## src/rtl/hazard_scoreboard.sv

```systemverilog
// Hazard unit for the pipelined CPU. A shadow record of in-flight register writers
// (EX..WB) drives the stall/bubble controls, the forwarding selects and a stall counter.
module hazard_scoreboard #(
    parameter int REG_BITS = 5,
    parameter int DEPTH    = 3,
    parameter int FWD_EN   = 1,
    parameter int CNT_W    = 16,
    localparam int FSEL_W  = $clog2(DEPTH + 1)
) (
    input  logic                clk,
    input  logic                reset,
    input  logic                id_valid,
    input  logic [REG_BITS-1:0] id_rs,
    input  logic [REG_BITS-1:0] id_rt,
    input  logic [REG_BITS-1:0] id_rd,
    input  logic                id_regw,
    input  logic                id_load,
    input  logic                flush,
    output logic                pc_write,
    output logic                ifid_write,
    output logic                hazard_mux,
    output logic                stall,
    output logic [FSEL_W-1:0]   fwd_a,
    output logic [FSEL_W-1:0]   fwd_b,
    output logic [CNT_W-1:0]    stall_count
);

    // Slot 1 = EX ... slot DEPTH = WB
    logic                v_reg  [1:DEPTH];
    logic [REG_BITS-1:0] rd_reg [1:DEPTH];
    logic                ld_reg [1:DEPTH];
    logic [CNT_W-1:0]    stall_count_reg;

    logic [DEPTH:1]      match_a;
    logic [DEPTH:1]      match_b;
    logic [FSEL_W-1:0]   sel_a;
    logic [FSEL_W-1:0]   sel_b;
    logic                hazard;
    logic                kill;
    logic                new_v;

    for (genvar gi = 1; gi <= DEPTH; gi++) begin : g_match
        assign match_a[gi] = v_reg[gi] && (rd_reg[gi] == id_rs) && (id_rs != '0);
        assign match_b[gi] = v_reg[gi] && (rd_reg[gi] == id_rt) && (id_rt != '0);
    end

    // Scan oldest to youngest so the smallest matching slot index is left standing.
    always_comb begin
        sel_a = '0;
        sel_b = '0;
        for (int k = DEPTH; k >= 1; k--) begin
            if (match_a[k]) sel_a = FSEL_W'(k);
            if (match_b[k]) sel_b = FSEL_W'(k);
        end
    end

    if (FWD_EN != 0) begin : g_fwd_mode
        // Only a load still in EX cannot be forwarded from.
        assign hazard = id_valid && ld_reg[1] &&
                        ((sel_a == FSEL_W'(1)) || (sel_b == FSEL_W'(1)));
    end else begin : g_stall_mode
        assign hazard = id_valid && ((|match_a) || (|match_b));
    end

    assign kill       = reset || flush;
    assign stall      = hazard && !kill;
    assign pc_write   = !stall;
    assign ifid_write = !stall;
    assign hazard_mux = stall;
    assign fwd_a      = ((FWD_EN != 0) && !kill) ? sel_a : '0;
    assign fwd_b      = ((FWD_EN != 0) && !kill) ? sel_b : '0;

    assign new_v       = id_valid && id_regw && (id_rd != '0) && !stall;
    assign stall_count = stall_count_reg;

    always_ff @(posedge clk) begin
        if (reset) begin
            for (int k = 1; k <= DEPTH; k++) v_reg[k] <= 1'b0;
            stall_count_reg <= '0;
        end else begin
            if (flush) begin
                for (int k = 1; k <= DEPTH; k++) v_reg[k] <= 1'b0;
            end else begin
                for (int k = DEPTH; k >= 2; k--) begin
                    v_reg[k]  <= v_reg[k-1];
                    rd_reg[k] <= rd_reg[k-1];
                    ld_reg[k] <= ld_reg[k-1];
                end
                v_reg[1]  <= new_v;
                rd_reg[1] <= id_rd;
                ld_reg[1] <= id_load;
            end
            if (stall && (stall_count_reg != {CNT_W{1'b1}}))
                stall_count_reg <= stall_count_reg + CNT_W'(1);
        end
    end

endmodule
```

## config.mk

```make
export PLATFORM = sky130hd
export DESIGN_NAME = hazard_scoreboard
export DESIGN_NICKNAME = d
export VERILOG_FILES = /design/src/rtl/hazard_scoreboard.sv
export SDC_FILE = /design/constraint.sdc
export NUM_CORES = 1
export LEC_CHECK = 0
export ABC_AREA = 0
export CELL_PAD_IN_SITES_DETAIL_PLACEMENT = 1
export CELL_PAD_IN_SITES_GLOBAL_PLACEMENT = 1
export CORE_UTILIZATION = 43
export CTS_BUF_LIST = sky130_fd_sc_hd__clkbuf_8
export DETAILED_ROUTE_END_ITERATION = 16
export GPL_ROUTABILITY_DRIVEN = 0
export PLACE_DENSITY_LB_ADDON = 0.08
export SYNTH_ARGS = -nofsm -noshare
export SYNTH_HDL_FRONTEND = slang
export SYNTH_SLANG_ARGS = --single-unit
export TNS_END_PERCENT = 10
```

## constraint.sdc

```tcl
create_clock -name clk -period 10.2 [get_ports clk]
set_input_delay 3.06 -clock clk [delete_from_list [all_inputs] [get_ports clk]]
set_output_delay 3.06 -clock clk [all_outputs]
set_load 0.005 [all_outputs]
```

# Word level (Yosys, flattened, before mapping)
# Memory sizes are Yosys's and may differ from the RTL's.
# Cells that the tools add are included.
# classes
add_sub_neg	1
eq_ne	9
reduce_logical	26
muxes	22
n_bitwise	6
# op_table
op	count
5-bit equality test	6
1-bit logical AND	19
16-bit by 1-bit adder with 16-bit output (second input constant)	1
2-bit two-way mux	8
16-bit != test (second input constant)	1
5-bit nonzero test	3
1-bit two-way mux	14
1-bit OR	6
2-bit by 1-bit equality test with 1-bit output (second input constant)	2
1-bit logical NOT	2
1-bit logical OR	2
# word_totals
out_inout_bits	24
ramBits	21
word_cells	68
n_memories	3
reg_bits	16
in_bits	21
# mem_list
memory	words	width	read_ports	rd_clocked_by_memory_dff	wr	line	text
rd_reg	3	5	3	0	3	30	logic [REG_BITS-1:0] rd_reg [1:DEPTH];
ld_reg	3	1	2	0	3	31	logic ld_reg [1:DEPTH];
v_reg	3	1	3	0	3	29	logic v_reg [1:DEPTH];

# Depth between registers and ports, before layout
# Gate-level depths: netlist of run 1.
# depth
word_depth	13
ltp_mapped	7
depth_no_buf	7

# Worst setup path before layout of run 1
# Ideal clock, no wire load.
# synth_path
path_type	input to output
startpoint	in flush
endpoint	out stall
stages	5
slack_ns	2.490
t_arrival_ns	4.650
n_path_buf	1
required_time_ns	7.140
path_cell_list	nor2_1 and3_1 o21ai_1 inv_1 buf_4
# synth_between
elab_chain_cells	3
# synth_lines
item	line	text
start: declaration	18	input logic flush,
1-bit logical OR	65	assign kill = reset || flush;
1-bit logical NOT	-	
1-bit logical AND	66	assign stall = hazard && !kill;
end: declaration	22	output logic stall,
# No other way between the ends.

# Worst setup path in the final report of run 1
# layout_path
startpoint	in id_rt[0]
endpoint	out hazard_mux
# layout_between
elab_chain_cells	10
word_cells_on_any_way	17
# layout_lines
item	line	text
start: declaration	14	input logic [REG_BITS-1:0] id_rt,
5-bit equality test	44	assign match_b[gi] = v_reg[gi] && (rd_reg[gi] == id_rt) && (id_rt != '0);
1-bit logical AND (2 in a row)	44	
2-bit two-way mux (2 in a row)	53	if (match_b[k]) sel_b = FSEL_W'(k);
2-bit two-way mux (*)	53	
2-bit by 1-bit equality test with 1-bit output (*)	60	((sel_a == FSEL_W'(1)) || (sel_b == FSEL_W'(1)));
1-bit logical OR (*)	60	
1-bit logical AND (*)	59	assign hazard = id_valid && ld_reg[1] &&
1-bit logical AND (*)	66	
end: declaration	21	output logic hazard_mux,
# Mark *: on every way between the ends. The rest lies on a longest branch, timed or not.

==> run metrics, run 1 <==
postcts setup bufs=0; DR WL/cell=18.1 microns; register area share after synthesis=46.6%; LEAKAGE=0.000829 uW; Worst path top cell family by delay=buffers and inverters; die width=68.7 microns; mux share of post-synthesis cell area=0.524%; CP Buf/Inv Count=3; Post-Syn Instances=181; Die H=68.7 microns; Seq cells post-synth=35; achievable clock frequency=0.115 GHz; final hold viol count=0; total core area=4140 sq um; CP Launch Type=primary input; CTS Buffer Depth=2; initial antenna violation count=0; Total GRT Usage=23.6%; final antenna-violating net count=0; Gate power share=10.3%; layout cells sized above 1=6.52%; Resize count post-CTS=0; pwr dens=116 nW/um^2; MaxCap Viol Count=0; CP endpoint kind=output pin; crit-path max cell delay=780 ps; Max Slew Vio Count=0; worst path cell trace=clkdlybuf4s50_1 -> or4_1 -> nor2_2 -> nor4_4 -> o21ai_1 -> inv_1 -> clkdlybuf4s50_1; Sum Neg Setup Slack=0 ps; synth unique cells=37; placed cell areas=2400 sq um; Sw Pwr=67.5 uW; Synth Area in Compound Gates=10.4%; Initial DRC Count=49; FP Rows=23; initial core utilization=46.1%; xor and xnor area share after synthesis=17.9%; pre-CTS setup slack=1540 ps; Syn Area/Cell=10.6 sq um; Pint=220 uW; TritonCTS Sinks=35; post-route cell area=2490 sq um; first-pass GRT wire length=7.94 mm; fin crit period=8670 ps; placed wire-length estimate=3.87 mm; Num CTS Buffers=5; Area growth syn-to-layout=30.1%; max FFs per register=16; largest net degree at the start of global routing=23; Seq pwr share=54.2%; IO Pins=45; vias in the first global route=1607; highest-delay cell along the critical path=nor4_4; Via density=5.54; Clock transition at path regs=70 ps; CP most frequent cell=clkdlybuf4s50_1; worst skew pair latency=290 ps; status=complete, no violations; critical path peak fanout=13; antenna fix cells=0; drt pass-1 iters=4; Routed WL=5.07 mm; required time of the worst setup path=7140 ps; HP Class=flop to flop; die area=4710 sq um; buffers added on ports=44; relative slew slack=44.0%; CTS tree=built; DR DRC count=0; CP Data Arrival Time=5610 ps; # H-tree levels=2; Layout fillers=460; Worst Skew=5.61 ps; final setup fails=0; Hold Buf Count CTS=0; CTS Root Cell=clkbuf_8; VDD IR max=0.0673 mV; Post-Syn Area=1910 sq um; Tightest Pin Transition=834 ps; crit share post-route=85.0%; Synth Area in Adders=0.655%; Clk pwr share=35.5%; largest family of logic cells by synthesized area=simple AND/OR/NAND/NOR gates; RSZ-0062 raised after global routing=false; Switching Fraction=23.5%; Setup CP Type=primary input to output pin; Yosys warnings=0; GRT overflow=0; Nets=251; worst setup margin=1530 ps; Vias=1551; simple logic cell fraction of the synthesized area=21.2%
[path summary, 6_finish.rpt]
path / startpoint / endpoint / slack [ps] / cells after the start
worst min register to register: stall_count[11] / stall_count[11] / 520 / 2
worst min-delay path: stall_count[11] / stall_count[11] / 520 / 2
worst max-delay path: id_rt[0] / hazard_mux / 1530 / 7
worst max register to register: rd_reg[0][9] / stall_count[11] / 7770 / 6
[synthesized netlist by cell type]
cell type	number	area [sq um]
xnor2_1	20	175
edfxtp_1	19	571
xor2_1	19	166
dfxtp_1	16	320
nor2_1	16	60.1
nand4_1	10	62.6
nor4_1	7	43.8
o21ai_0	7	35.0
and3_1	6	37.5
a21oi_1	5	25.0
o2111ai_1	5	43.8
inv_1	4	15.0
or3_1	4	25.0
or4_1	4	30.0
and2_1	3	18.8
nand2_1	3	11.3
nand3_1	3	15.0
nor2b_1	3	18.8
buf_2	2	10.0
buf_4	2	15.0
clkbuf_1	2	7.51
nor2_2	2	12.5
nor3_1	2	10.0
nor4_4	2	42.5
o21a_1	2	15.0
o31ai_1	2	15.0
conb_1	1	3.75
ha_1	1	12.5
mux2i_1	1	10.0
nand4bb_1	1	11.3
o2111ai_2	1	15.0
o211ai_1	1	7.51
o211ai_2	1	12.5
o21ai_1	1	5.00
o21ai_4	1	16.3
o31a_1	1	8.76
or2_2	1	6.26
[cell type report]
cell class              count  area, sq um  area share, %
multi-input cells         138          980           39.4
flip-flops and latches     35          891           35.8
repair buffers             45          448           18.0
clock buffers               6         82.6           3.32
well taps                  50         62.6           2.52
inverters                   4         15.0          0.604
clock inverters             2         7.51          0.302
[power groups by stage]
stage,clock network [uW],logic (uW),registers (uW)
floorplan,0,14.7,158
global placement,0,27.8,159
detailed placement,0,29.6,159
CTS,107,29.8,156
global route,112,31.6,156
finish,102,29.6,156
[per-layer routing]
layer	global-route usage, %	vias up	wire (microns)
met1	30.5	743	2350
met2	39.2	45	2440
met5	0	-	0
li1	-	758	-
met3	5.76	5	211
met4	6.25	0	68
[layout by cell type (no fill, tap or decap), drive strengths merged, types with 4 or more instances in the layout]
master / n
edfxtp: 19
o2111ai: 6
xnor2: 20
dfxtp: 16
clkbuf: 6
nor2: 18
xor2: 19
inv: 5
nor4: 9
or4: 4
or3: 4
clkdlybuf4s50: 44
o21ai: 9
and3: 6
a21oi: 5
nand4: 10
[cells by family after synthesis]
family	count (synthesis)
mux	1
flops	35
xor+xnor	39
simple gates	67
other cells	1
fa+ha+maj	1
compound gates	27
buf+inv	10
[tightest hold or removal path, delay by kind of cell (launching register included)]
kind | cells | cell delay [ps]
AO/OA/AOI/OAI | 2 | 140
flip-flops | 1 | 340
[through the flow]
step           hold WS, ps  total power, uW  util [%]  cells
2_1_floorplan          491              173         -    183
3_3_place_gp           490              187      57.8    272
3_5_place_dp           514              189      57.8    272
4_1_cts                528              293      60.0    280
5_1_grt                550              300      60.0    280
6_report               524              288      60.0    280
Note: power is estimated with default switching activity, not from simulation.
==> run 2, diff against run 1 <==
--- a/config.mk
+++ b/config.mk
@@ -6,6 +6,7 @@
 export NUM_CORES = 1
 export LEC_CHECK = 0
 export ABC_AREA = 0
+export CAP_MARGIN = 5
 export CELL_PAD_IN_SITES_DETAIL_PLACEMENT = 1
 export CELL_PAD_IN_SITES_GLOBAL_PLACEMENT = 1
 export CORE_UTILIZATION = 43
==> results of run 2 <==
The final DEF is identical to that of run 1; final timing and power are the same.
==> run 3, diff against run 2 <==
--- a/config.mk
+++ b/config.mk
@@ -6,7 +6,7 @@
 export NUM_CORES = 1
 export LEC_CHECK = 0
 export ABC_AREA = 0
-export CAP_MARGIN = 5
+export CAP_MARGIN = 25
 export CELL_PAD_IN_SITES_DETAIL_PLACEMENT = 1
 export CELL_PAD_IN_SITES_GLOBAL_PLACEMENT = 1
 export CORE_UTILIZATION = 43
==> results of run 3 <==
The final DEF is identical to that of run 1; final timing and power are the same.
